==> src/rtl/pmem_arbiter_n_if.sv <==
`default_nettype none
// ============================================================================
// Module   : pmem_arbiter_n_if
// Purpose  : Bundle of requester-side and physical-memory-side signals for
//            the N-port physical-memory arbiter. The slave modport is the
//            arbiter's view; the master modport is the view of whatever
//            drives the requests and models the memory.
// Revision : 1.0  initial release
// ============================================================================
interface pmem_arbiter_n_if #(
    parameter int NUM_PORTS = 2,
    parameter int ADDR_W    = 16,
    parameter int BLOCK_W   = 128
);
    localparam int ID_W = (NUM_PORTS > 1) ? $clog2(NUM_PORTS) : 1;

    // Requester side
    logic [NUM_PORTS-1:0]         req_read;
    logic [NUM_PORTS-1:0]         req_write;
    logic [NUM_PORTS*ADDR_W-1:0]  req_address;
    logic [NUM_PORTS*BLOCK_W-1:0] req_wdata;
    logic [NUM_PORTS-1:0]         req_resp;
    logic [BLOCK_W-1:0]           req_rdata;

    // Physical memory side
    logic                         pmem_resp;
    logic [BLOCK_W-1:0]           pmem_rdata;
    logic                         pmem_read;
    logic                         pmem_write;
    logic [ADDR_W-1:0]            pmem_address;
    logic [BLOCK_W-1:0]           pmem_wdata;

    // Grant status
    logic                         grant_valid;
    logic [ID_W-1:0]              grant_id;

    modport slave (
        input  req_read, req_write, req_address, req_wdata,
        input  pmem_resp, pmem_rdata,
        output req_resp, req_rdata,
        output pmem_read, pmem_write, pmem_address, pmem_wdata,
        output grant_valid, grant_id
    );

    modport master (
        output req_read, req_write, req_address, req_wdata,
        output pmem_resp, pmem_rdata,
        input  req_resp, req_rdata,
        input  pmem_read, pmem_write, pmem_address, pmem_wdata,
        input  grant_valid, grant_id
    );
endinterface
`default_nettype wire

==> src/rtl/pmem_arbiter_n.sv <==
`default_nettype none
// ============================================================================
// Module   : pmem_arbiter_n
// Purpose  : N-port physical-memory arbiter. Grants one requester for a whole
//            cache-block transaction, with fixed-priority or round-robin
//            selection, followed by a one-cycle recovery slot so the finished
//            requester can drop its stale request before the next arbitration.
// Revision : 1.0  initial release
// ============================================================================
module pmem_arbiter_n #(
    parameter int NUM_PORTS = 2,
    parameter int ADDR_W    = 16,
    parameter int BLOCK_W   = 128,
    parameter int RR_MODE   = 0
) (
    input  wire logic        clk,
    input  wire logic        reset,
    pmem_arbiter_n_if.slave  bus
);
    localparam int ID_W = (NUM_PORTS > 1) ? $clog2(NUM_PORTS) : 1;

    typedef enum logic [1:0] {
        S_IDLE    = 2'd0,
        S_BUSY    = 2'd1,
        S_RECOVER = 2'd2
    } state_t;

    state_t                 r_state;
    state_t                 w_state_nxt;
    logic [ID_W-1:0]        r_gid;
    logic [ID_W-1:0]        w_gid_nxt;
    logic [ID_W-1:0]        r_rr_ptr;
    logic [ID_W-1:0]        w_rr_ptr_nxt;

    logic [NUM_PORTS-1:0]   w_reqs;
    logic                   w_any_req;
    logic [ID_W-1:0]        w_winner;
    logic                   w_found;
    logic [ID_W:0]          w_sum;
    logic [ID_W-1:0]        w_idx;

    logic [NUM_PORTS-1:0]   w_gid_oh;
    logic                   w_sel_rd;
    logic                   w_sel_wr;
    logic [ADDR_W-1:0]      w_sel_addr;
    logic [BLOCK_W-1:0]     w_sel_wdata;
    logic [ID_W-1:0]        w_rr_inc;

    logic                   w_pmem_read;
    logic                   w_pmem_write;
    logic [ADDR_W-1:0]      w_pmem_address;
    logic [BLOCK_W-1:0]     w_pmem_wdata;
    logic [NUM_PORTS-1:0]   w_req_resp;
    logic                   w_grant_valid;

    assign w_reqs    = bus.req_read | bus.req_write;
    assign w_any_req = |w_reqs;

    // Winner search: from port 0 in fixed mode, from rr_ptr with wrap in round-robin mode
    always_comb begin
        w_winner = '0;
        w_found  = 1'b0;
        w_sum    = '0;
        w_idx    = '0;
        for (int k = 0; k < NUM_PORTS; k++) begin
            if (RR_MODE != 0) begin
                w_sum = {1'b0, r_rr_ptr} + (ID_W+1)'(k);
                if (w_sum >= (ID_W+1)'(NUM_PORTS)) begin
                    w_sum = w_sum - (ID_W+1)'(NUM_PORTS);
                end
                w_idx = w_sum[ID_W-1:0];
            end else begin
                w_idx = ID_W'(k);
            end
            if (!w_found && w_reqs[w_idx]) begin
                w_found  = 1'b1;
                w_winner = w_idx;
            end
        end
    end

    // Granted-port mux driven from the registered grant index
    always_comb begin
        w_gid_oh    = '0;
        w_sel_rd    = 1'b0;
        w_sel_wr    = 1'b0;
        w_sel_addr  = '0;
        w_sel_wdata = '0;
        for (int i = 0; i < NUM_PORTS; i++) begin
            if (r_gid == ID_W'(i)) begin
                w_gid_oh[i] = 1'b1;
                w_sel_rd    = bus.req_read[i];
                w_sel_wr    = bus.req_write[i];
                w_sel_addr  = bus.req_address[i*ADDR_W +: ADDR_W];
                w_sel_wdata = bus.req_wdata[i*BLOCK_W +: BLOCK_W];
            end
        end
    end

    // Round-robin pointer moves past the port that just completed
    assign w_rr_inc = (r_gid == ID_W'(NUM_PORTS-1)) ? '0 : r_gid + ID_W'(1);

    // Next-state and output decode
    always_comb begin
        w_state_nxt    = r_state;
        w_gid_nxt      = r_gid;
        w_rr_ptr_nxt   = r_rr_ptr;
        w_pmem_read    = 1'b0;
        w_pmem_write   = 1'b0;
        w_pmem_address = '0;
        w_pmem_wdata   = '0;
        w_req_resp     = '0;
        w_grant_valid  = 1'b0;
        case (r_state)
            S_IDLE: begin
                if (w_any_req) begin
                    w_gid_nxt   = w_winner;
                    w_state_nxt = S_BUSY;
                end
            end
            S_BUSY: begin
                w_grant_valid  = 1'b1;
                w_pmem_write   = w_sel_wr;
                w_pmem_read    = w_sel_rd & ~w_sel_wr;
                w_pmem_address = w_sel_addr;
                w_pmem_wdata   = w_sel_wdata;
                if (bus.pmem_resp) begin
                    w_req_resp   = w_gid_oh;
                    w_rr_ptr_nxt = w_rr_inc;
                    w_state_nxt  = S_RECOVER;
                end else if (!(w_sel_rd | w_sel_wr)) begin
                    // Requester abandoned the transaction: close it without completing
                    w_state_nxt = S_RECOVER;
                end
            end
            S_RECOVER: begin
                w_state_nxt = S_IDLE;
            end
            default: begin
                w_state_nxt = S_IDLE;
            end
        endcase
    end

    // State, grant and round-robin pointer registers
    always_ff @(posedge clk or posedge reset) begin
        if (reset) begin
            r_state  <= S_IDLE;
            r_gid    <= '0;
            r_rr_ptr <= '0;
        end else begin
            r_state  <= w_state_nxt;
            r_gid    <= w_gid_nxt;
            r_rr_ptr <= w_rr_ptr_nxt;
        end
    end

    assign bus.pmem_read    = w_pmem_read;
    assign bus.pmem_write   = w_pmem_write;
    assign bus.pmem_address = w_pmem_address;
    assign bus.pmem_wdata   = w_pmem_wdata;
    assign bus.req_resp     = w_req_resp;
    assign bus.req_rdata    = reset ? '0 : bus.pmem_rdata;
    assign bus.grant_valid  = w_grant_valid;
    assign bus.grant_id     = (r_state == S_BUSY) ? r_gid : '0;
endmodule
`default_nettype wire

==> src/flat_wrapper.sv <==
// flat-port wrapper written by rule: the top's interface ports become plain ports
module pmem_arbiter_n_flat 
#(
    parameter int NUM_PORTS = 2,
    parameter int ADDR_W    = 16,
    parameter int BLOCK_W   = 128,
    parameter int RR_MODE   = 0
)
  (clk, reset, bus_req_read, bus_req_write, bus_req_address, bus_req_wdata, bus_pmem_resp, bus_pmem_rdata, bus_req_resp, bus_req_rdata, bus_pmem_read, bus_pmem_write, bus_pmem_address, bus_pmem_wdata, bus_grant_valid, bus_grant_id);
  pmem_arbiter_n_if #(.NUM_PORTS(NUM_PORTS), .ADDR_W(ADDR_W), .BLOCK_W(BLOCK_W)) bus_i ();
  input  wire logic clk;
  input  wire logic reset;
  input wire logic [$bits(bus_i.req_read)-1:0] bus_req_read;
  input wire logic [$bits(bus_i.req_write)-1:0] bus_req_write;
  input wire logic [$bits(bus_i.req_address)-1:0] bus_req_address;
  input wire logic [$bits(bus_i.req_wdata)-1:0] bus_req_wdata;
  input wire logic [$bits(bus_i.pmem_resp)-1:0] bus_pmem_resp;
  input wire logic [$bits(bus_i.pmem_rdata)-1:0] bus_pmem_rdata;
  output wire logic [$bits(bus_i.req_resp)-1:0] bus_req_resp;
  output wire logic [$bits(bus_i.req_rdata)-1:0] bus_req_rdata;
  output wire logic [$bits(bus_i.pmem_read)-1:0] bus_pmem_read;
  output wire logic [$bits(bus_i.pmem_write)-1:0] bus_pmem_write;
  output wire logic [$bits(bus_i.pmem_address)-1:0] bus_pmem_address;
  output wire logic [$bits(bus_i.pmem_wdata)-1:0] bus_pmem_wdata;
  output wire logic [$bits(bus_i.grant_valid)-1:0] bus_grant_valid;
  output wire logic [$bits(bus_i.grant_id)-1:0] bus_grant_id;
  assign bus_i.req_read = bus_req_read;
  assign bus_i.req_write = bus_req_write;
  assign bus_i.req_address = bus_req_address;
  assign bus_i.req_wdata = bus_req_wdata;
  assign bus_i.pmem_resp = bus_pmem_resp;
  assign bus_i.pmem_rdata = bus_pmem_rdata;
  assign bus_req_resp = bus_i.req_resp;
  assign bus_req_rdata = bus_i.req_rdata;
  assign bus_pmem_read = bus_i.pmem_read;
  assign bus_pmem_write = bus_i.pmem_write;
  assign bus_pmem_address = bus_i.pmem_address;
  assign bus_pmem_wdata = bus_i.pmem_wdata;
  assign bus_grant_valid = bus_i.grant_valid;
  assign bus_grant_id = bus_i.grant_id;
  pmem_arbiter_n #(.NUM_PORTS(NUM_PORTS), .ADDR_W(ADDR_W), .BLOCK_W(BLOCK_W), .RR_MODE(RR_MODE)) u_core (.clk(clk), .reset(reset), .bus(bus_i));
endmodule
==> config.mk <==
export PLATFORM = sky130hd
export DESIGN_NAME = pmem_arbiter_n_flat
export DESIGN_NICKNAME = d
export VERILOG_FILES = /design/src/rtl/pmem_arbiter_n_if.sv /design/src/rtl/pmem_arbiter_n.sv /design/src/flat_wrapper.sv
export SDC_FILE = /design/constraint.sdc
export NUM_CORES = 1
export LEC_CHECK = 0
export ABC_AREA = 1
export CAP_MARGIN = 0
export CORE_AREA = 2 2 275 277
export DETAILED_ROUTE_END_ITERATION = 12
export DIE_AREA = 0 0 277 279
export SYNTH_ARGS = -nofsm -noshare
export SYNTH_HDL_FRONTEND = slang
export SYNTH_SLANG_ARGS = --single-unit
==> constraint.sdc <==
create_clock -name clk -period 2.8 [get_ports clk]
set_clock_uncertainty 0.1 [all_clocks]
set_input_delay 0.7 -clock clk [delete_from_list [all_inputs] [get_ports clk]]
set_output_delay 0.7 -clock clk [all_outputs]
set_load 0.02 [all_outputs]
-- Word level (Yosys, flattened, before mapping)
Index checks and enable logic that the tools add are counted.
- logic and storage cells: 36
- latch bits: 0
- ROM bits: 0
- memory bits (writable): 0
- output and inout bits: 278
- memories kept: 0
- bits in registers: 3
- $add $sub $neg: 0
- order comparisons: 0
- bitwise operators: 4
- div/mod/pow operators: 0
- muxes and demuxes: 21
- $mul: 0
- reductions and logical operators: 6
- shift operators: 0
- eq/ne operators: 3
- operator list (cell ; number):
    $mux W128 ; 3
    $mux W16 ; 2
    $mux W1 ; 10
    $mux W2 ; 5
    $pmux W2 S2 ; 1
    $reduce_and A2 Y1 ; 2
    $ne A3 B3 Y1 const B ; 1
    $eq A2 B1 Y1 const B ; 1
    $logic_not A2 Y1 ; 1
    $ne A2 B1 Y1 const B ; 1
    $or A2 B2 Y2 ; 1
    $reduce_or A2 Y1 ; 1
    $and A1 B1 Y1 ; 1
    $logic_and A1 B1 Y1 ; 1
    $logic_not A1 Y1 ; 1
    $not A1 Y1 ; 1
    $or A1 B1 Y1 ; 1

-- Longest topological paths before layout
Gate-level depths: netlist of run 1.
- depth in word-level cells: 5
- mapped depth: 7
- depth with buffers taken out: 6

-- Worst setup path before layout of run 1
OpenSTA, ideal clock, no wires.
- path type: input -> output
- from: input port reset
- to: output port bus_req_rdata[100]
- cell stages on the path: 3
- setup slack: 0.671 ns
- data arrival time: 1.329 ns
- path buffers: 2
- cell sequence: clkbuf_1 buf_2 nor2_1
- longest elaborated chain between the ends: 1
- ends and longest elaborated chain (what ; line ; RTL):
    from (decl) ; flat_wrapper.sv:12 ; input wire logic reset;
    $mux W128 ; pmem_arbiter_n.sv:163 ; assign bus.req_rdata = reset ? '0 : bus.pmem_rdata;
    to (decl) ; flat_wrapper.sv:20 ; output wire logic [$bits(bus_i.req_rdata)-1:0] bus_req_rdata;
No other way between the ends.

-- Final worst setup path of run 1
- from: input port bus_pmem_rdata[24]
- to: output port bus_req_rdata[24]
- longest elaborated chain between the ends: 1
- ends and longest elaborated chain (what ; line ; RTL):
    from (decl) ; flat_wrapper.sv:18 ; input wire logic [$bits(bus_i.pmem_rdata)-1:0] bus_pmem_rdata;
    $mux W128 ; pmem_arbiter_n.sv:163 ;
No other way between the ends.

==> results of run 1 <==
## critical path, delay by kind of cell
family / cells / cell delay [ns]
buffers and inverters: 3 / 1.12
and+or+nand+nor: 1 / 0.14
## power groups by stage
stage	logic, W	registers (W)	clock network (W)
floorplan	0.00341	0.0000821	0
global placement	0.00798	0.000109	0
detailed placement	0.00800	0.000111	0
CTS	0.00781	0.000133	0.000232
global route	0.00818	0.000138	0.000238
finish	0.00757	0.000133	0.000227
## per-stage QoR
stage / setup slack, ns / utilization, % / setup TNS, ns / total power [W]
global route: 0.000299 / 16.2 / 0 / 0.00856
global placement: -0.296 / 16.0 / -1.32 / 0.00809
finish: 0.0340 / 16.2 / 0 / 0.00793
floorplan: 0.671 / - / 0 / 0.00349
detailed placement: -0.277 / 16.0 / -1.58 / 0.00811
CTS: -0.0170 / 16.1 / -0.0950 / 0.00818
## worst paths after layout
check	to	slack, ns	cells after the start
max reg2reg	u_core.r_state[0]	1.26	7
max	bus_req_rdata[24]	0.03	4
max in group asynchronous	u_core.r_gid	1.66	4
min in group asynchronous	u_core.r_gid	0.77	4
min reg2reg	u_core.r_state[0]	0.48	3
min	u_core.r_state[0]	0.48	3
## what timing repair did
action,4_1_cts,5_1_grt
cloned,1,0
pin swaps,0,0
endpoints found under the setup margin,100,36
hold endpoints to repair,0,0
gates resized for setup,82,37
## flip-flops by register name, indices dropped and copies added, names as in the netlist
signal          flops
u_core.r_gid        1
u_core.r_state      2
## Yosys cell counts
master	instances	share of area [%]
buf_1	2	0.22
nand2_1	298	33
nand3_1	1	0.15
nor3_1	3	0.45
clkbuf_1	6	0.67
inv_1	136	15
buf_2	31	4.6
o21ai_0	1	0.15
a21oi_1	146	22
buf_4	23	5.2
nor2_1	133	15
nor3b_2	1	0.37
dfrtp_1	3	2.2
nand2_2	1	0.19
inv_2	1	0.11
## routing by layer
layer | global-route usage [%] | vias up | wire length, um
met5 | 0 | - | 174
met4 | 2.45 | 28 | 1080
met3 | 5.70 | 102 | 5890
met2 | 24.4 | 501 | 26900
met1 | 13.7 | 3306 | 19300
li1 | - | 3676 | -
## cells by family (layout without fill, tap and decap cells)
| family | Yosys count | count (layout) |
|---|---|---|
| AND/OR/NAND/NOR | 437 | 437 |
| AO/OA/AOI/OAI | 147 | 147 |
| other | 0 | 11 |
| buffers and inverters | 199 | 872 |
| flip-flops | 3 | 3 |
## cell type report
type                            instances  share of cell area [%]
Antenna cell                           11                   0.229
Sequential cell                         3                   0.656
Inverter                              137                    4.38
Clock buffer                            4                   0.656
Timing Repair Buffer                  731                    63.8
Tap cell                              969                    10.1
Multi-Input combinational cell        584                    20.2
==> metrics.csv, run 1 <==
stage;metric;value;unit
min_path;hp-class;flop to flop;
floorplan;die_h;279;um
clocking;cts.sink_count;3;
place;place_area;11800;sq um
yosys;netlist_instances;786;
timing;worst_slew_pin_slew;0.374;ns
setup_path;crit_chain;clkdlybuf4s50_1 -> inv_1 -> nor2_1 -> clkdlybuf4s50_1;
drt;viasPerCell;3.12;
finish;n_fill_cell;8509;
global_route;antenna_found_initial;53;
yosys;synth-adder-area-share;0;%
floorplan;pin_count;701;
clocking;holdBufCountCts;0;
job;max-cap-violations;0;
timing;max_slew_margin;75.1;%
yosys;syn_avg_cell_area;4.25;sq um
setup_path;setup.worst_path.start;bus_pmem_rdata[24];
setup_path;max_stage_delay;0.63;ns
drt;antenna_left;0;
place;port_buffers;700;
pwr;p_leak;5.92;nW
finish;finalNonFillerCells;2439;
global_route;gr-total-overflow;0;
drt;initialDrtViolationCount;202;
floorplan;dieArea;77300;sq um
yosys;ys_warn_count;0;
setup_path;worst-path-max-fanout;1;
clocking;post_cts.repair.setup_buffers;0;
clocking;cts_max_path_buffers;2;
yosys;yosysSeqAreaShare;2.25;%
yosys;synth-compound-area-share;22.0;%
setup_path;r2r_start;u_core.r_gid;
clocking;clk_latency;0.22;ns
clocking;path_clk_slew;0.03;ns
pwr;powerDensity;660;nW/um^2
timing;period_share;98.8;%
global_route;grt_max_degree;53;
setup_path;end_kind;output port;
pwr;p_clk_share;2.9;%
setup_path;startpoint_type;primary input;
timing;period_needed;2.77;ns
pwr;p_switching;0.00445;W
finish;multiInputGateArea;2420;sq um
pwr;ir_drop;0.293;mV
setup_path;crit_slowest_cell;clkdlybuf4s50_1;
finish;design_area;12000;sq um
floorplan;rows;100;
drt;wire_per_inst;21.9;um
finish;area_growth;260;%
place;gp_congestion;0.807;
clocking;cts_buffers;3;
yosys;synth_nets;1209;
finish;ff_latch_area;78.8;sq um
timing;hold_ws;0.480;ns
timing;max_freq;362;MHz
pwr;p_sw_share;56.1;%
setup_path;crit_top_cell;clkdlybuf4s50_1;
floorplan;die_w;277;um
yosys;synth-simple-area-share;49.6;%
floorplan;core-area;74100;sq um
finish;layout_commonest_cell;clkdlybuf4s50_1;
yosys;netlist_area;3340;sq um
pwr;pwr-share-comb;95.5;%
finish;nets;1883;
yosys;muxShareOfSynthArea;0;%
global_route;grt_pass1_wl;68.2;mm
yosys;synth_cell_types;15;
run_status;status;complete, no violations;
yosys;synth-seq-cells;3;
place;post-dp-hpwl;49.4;mm
yosys;synth_top_family_by_area;simple AND/OR/NAND/NOR gates;
drt;firstDrtPassIters;5;
timing;setup_viol;0;
drt;drcViolationCount;0;
finish;layout-drive-gt1-share;10.1;%
clocking;ctsRootBufferMaster;clkbuf_16;
global_route;track_usage;13.1;%
drt;vias;7613;
pwr;power_frac_seq;1.7;%
pwr;p_int;0.00348;W
timing;timing.final.hold_violations;0;
global_route;grt_pass1_vias;7541;
timing;drv_slew;0;
place;dp_cells;2423;
yosys;synth_xor_area_share;0;%
setup_path;cp.required;2.00;ns
setup_path;path_class;primary input to output port;
setup_path;cp.arrival;1.97;ns
min_path;worstHoldStart;u_core.r_state[1];
finish;layout_common_cells;clkdlybuf4s50_1 (488), nand2_1 (298), a21oi_1 (142);
clocking;cts_tree;built;
timing;rsz0062_at_grt;no;
floorplan;start_util;4.51;%
drt;routed_wirelength;53.3;mm
clocking;htree_levels;1;
Power figures use the tool's default switching activity.
==> run 2: changes to the inputs <==
--- a/config.mk
+++ b/config.mk
@@ -5,11 +5,11 @@
 export SDC_FILE = /design/constraint.sdc
 export NUM_CORES = 1
 export LEC_CHECK = 0
-export ABC_AREA = 1
 export CAP_MARGIN = 0
-export CORE_AREA = 2 2 275 277
+export CORE_AREA = 2 2 271 273
 export DETAILED_ROUTE_END_ITERATION = 12
-export DIE_AREA = 0 0 277 279
+export DIE_AREA = 0 0 273 275
+export PLACE_DENSITY = 0.31
 export SYNTH_ARGS = -nofsm -noshare
 export SYNTH_HDL_FRONTEND = slang
 export SYNTH_SLANG_ARGS = --single-unit
==> run 2 against run 1 <==
Via count decreased by 20%. Worst setup slack worse by 0.0038 ns. Synthesized cell count shrank 38%. Global-route usage is 5.4 points lower. Critical path depth fell by 1. Sequential cell count unchanged. Combinational power is 13% lower. Final cell count decreased by 12%. Hold slack got worse by 0.028 ns. Maximum frequency decreased by 0.14%. Critical endpoint is now bus_req_rdata[53]. Highest routed layer is now met4.
==> metrics.csv, run 2 <==
stage;metric;value;unit;change
clocking;path_clk_slew;0.03;ns;about the same
setup_path;reg2reg_setup_slack;1.34;ns;was 1.26 ns
run_status;status;complete, no violations;;unchanged
yosys;synth_cell_types;20;;was 15
yosys;synth_most_common_cell;nor2_1;;was nand2_1
job;max-cap-violations;0;;unchanged
global_route;grt_pass1_wl;43.2;mm;was 68.2 mm
timing;max_freq;361;MHz;was 362 MHz
pwr;p_leak;5.30;nW;was 5.92 nW
finish;layout_commonest_cell;clkdlybuf4s50_1;;unchanged
global_route;grt_pass1_vias;6438;;was 7541
timing;period_share;98.9;%;was 98.8%
setup_path;worst-path-max-fanout;1;;unchanged
pwr;p_total;0.00695;W;was 0.00793 W
finish;layout-drive-gt1-share;5.94;%;was 10.1%
drt;antenna_left;0;;unchanged
finish;area_growth;261;%;was 260%
yosys;yosysSeqAreaShare;2.30;%;was 2.25%
place;gp_congestion;0.843;;was 0.807
drt;drcViolationCount;0;;unchanged
floorplan;dieArea;75100;sq um;was 77300 sq um
timing;timing.final.hold_violations;0;;unchanged
global_route;antenna_found_initial;5;;was 53
setup_path;r2r_start;u_core.r_gid;;unchanged
floorplan;pin_count;701;;unchanged
yosys;netlist_instances;488;;was 786
floorplan;rows;99;;was 100
timing;worst_slew_pin_slew;0.302;ns;was 0.374 ns
clocking;clk_latency;0.22;ns;about the same
clocking;cts.sink_count;3;;unchanged
finish;layout_common_cells;clkdlybuf4s50_1 (543), nor2_1 (151), mux2i_1 (144);;was clkdlybuf4s50_1 (488), nand2_1 (298), a21oi_1 (142)
yosys;synth_nets;911;;was 1209
setup_path;startpoint_type;primary input;;unchanged
yosys;ys_warn_count;0;;unchanged
yosys;netlist_area;3270;sq um;was 3340 sq um
clocking;holdBufCountCts;0;;unchanged
pwr;powerDensity;590;nW/um^2;was 660 nW/um^2
setup_path;end_kind;output port;;unchanged
yosys;syn_avg_cell_area;6.69;sq um;was 4.25 sq um
floorplan;start_util;4.52;%;was 4.51%
min_path;hp-class;primary input to asynchronous set/reset pin;;was flop to flop
clocking;cts_tree;built;;unchanged
finish;n_fill_cell;8180;;was 8509
clocking;htree_levels;1;;unchanged
drt;wire_per_inst;14.9;um;was 21.9 um
timing;setup_viol;0;;unchanged
timing;drv_slew;0;;unchanged
pwr;ir_drop;0.298;mV;was 0.293 mV
drt;initialDrtViolationCount;138;;was 202
clocking;post_cts.repair.setup_buffers;0;;unchanged
clocking;cts_max_path_buffers;2;;unchanged
timing;rsz0062_at_grt;no;;unchanged
setup_path;path_class;primary input to output port;;unchanged
place;place_ws;-0.215;ns;was -0.277 ns
yosys;yosysTopAreaCell;mux2i_1;;was nand2_1
drt;routed_wirelength;32.2;mm;was 53.3 mm
finish;largest_reg_flops;2;;unchanged
floorplan;core-area;72300;sq um;was 74100 sq um
drt;vias;6060;;was 7613
timing;postLayoutSetupSlackWorst;0.0301;ns;was 0.0340 ns
setup_path;ff2ff_path_depth;4;;was 7
finish;max_flop_register;u_core.r_state;;unchanged
floorplan;die_w;273;um;was 277 um
timing;period_needed;2.77;ns;about the same
timing;max_slew_margin;79.3;%;was 75.1%
drt;viasPerCell;2.81;;was 3.12
place;post-dp-hpwl;28.7;mm;was 49.4 mm
yosys;synth_top_flop_cell;dfrtp_1;;unchanged
yosys;synth_edf_count;0;;unchanged
place;port_buffers;700;;unchanged
setup_path;cp.required;2.00;ns;about the same
yosys;synth-seq-cells;3;;unchanged
yosys;netlist_top_cells_count;nor2_1 (151), mux2i_1 (145), nor2b_1 (128), buf_2 (22), clkbuf_1 (10);;was nand2_1 (298), a21oi_1 (146), inv_1 (136), nor2_1 (133), buf_2 (31)
finish;top_regs;u_core.r_state (2), u_core.r_gid (1);;unchanged
clocking;ctsRootBufferMaster;clkbuf_16;;unchanged
drt;firstDrtPassIters;4;;was 5
clocking;cts_buffers;3;;unchanged
finish;nets;1620;;was 1883
setup_path;r2r-end;u_core.r_state[0];;unchanged
floorplan;die_h;275;um;was 279 um
yosys;postSynth.asyncResetShare;100;%;unchanged
setup_path;cp.arrival;1.97;ns;about the same
global_route;gr-total-overflow;0;;unchanged
yosys;synth_top_area_share;44.4;%;was 33.5%
global_route;grt_max_degree;42;;was 53
global_route;track_usage;7.72;%;was 13.1%
yosys;synth_area_leaders;mux2i_1 (44%), nor2b_1 (25%), nor2_1 (17%), buf_2 (3.4%), buf_6 (3.1%);;was nand2_1 (33%), a21oi_1 (22%), inv_1 (15%), nor2_1 (15%), buf_4 (5.2%)
-- run 2: worst max path at each step --
| stage | startpoint | end | cells past startpoint |
|---|---|---|---|
| 2_1_floorplan | reset | bus_req_rdata[105] | 3 |
| 3_3_place_gp | bus_req_wdata[9] | bus_pmem_wdata[9] | 5 |
| 3_5_place_dp | bus_req_wdata[9] | bus_pmem_wdata[9] | 5 |
| 4_1_cts | bus_req_wdata[116] | bus_pmem_wdata[116] | 4 |
| 5_1_grt | u_core.r_gid | bus_pmem_wdata[10] | 5 |
| 6_report | bus_pmem_rdata[53] | bus_req_rdata[53] | 3 |
-- run 2: through the flow --
| stage | util [%] | area (sq um) | hold WS [ns] | TNS, ns | instances |
|---|---|---|---|---|---|
| after floorplan | - | 3270 | 0.418 | 0 | 488 |
| after global placement | 16.3 | 11800 | 0.456 | -2.13 | 2151 |
| after detailed placement | 16.3 | 11800 | 0.458 | -1.85 | 2151 |
| after CTS | 16.2 | 11700 | 0.458 | 0 | 2155 |
| after global routing | 16.3 | 11800 | 0.465 | 0 | 2158 |
| final | 16.3 | 11800 | 0.452 | 0 | 2158 |
-- run 2: worst max-delay path: stages --
cell and delay (ns):
clkdlybuf4s50_1 0.48, nor2b_1 0.17, clkdlybuf4s50_1 0.62
-- run 2: cell families after synthesis --
kind of cell	Yosys count	share of synthesized area [%]
AO/OA/AOI/OAI	5	1.42
multiplexers	145	44.4
flip-flops	3	2.30
buffers and inverters	49	8.89
AND/OR/NAND/NOR	286	43.0
-- run 2: power breakdown --
part           switching [W]  internal [W]  leakage, nW  total, W
Sequential         0.0000336     0.0000702       0.0356  0.000104
Clock              0.0000376      0.000188       0.0382  0.000225
Combinational        0.00352       0.00310         5.22   0.00662
-- run 2: what timing repair did --
item / in CTS / in global routing
resized for setup: 116 / 32
hold endpoints to repair: 0 / 0
endpoints found under the setup margin: 116 / 32
-- run 2: area by class of cell --
type	count	area [sq um]	area share, %
tap	959	1200	10.2
sequential	3	78.8	0.669
clock buffer	4	78.8	0.669
timing repair buffer	751	7500	63.6
antenna	3	7.51	0.0637
multi-input combinational	436	2910	24.7
inverter	2	7.51	0.0637
-- run 2: metal layers --
metal	share of wire, %	up-vias	track usage, %
met5	0	-	0
met4	0.61	0	1.05
met3	8.5	10	1.69
met2	57	352	16.2
met1	34	2690	7.75
li1	-	3008	-
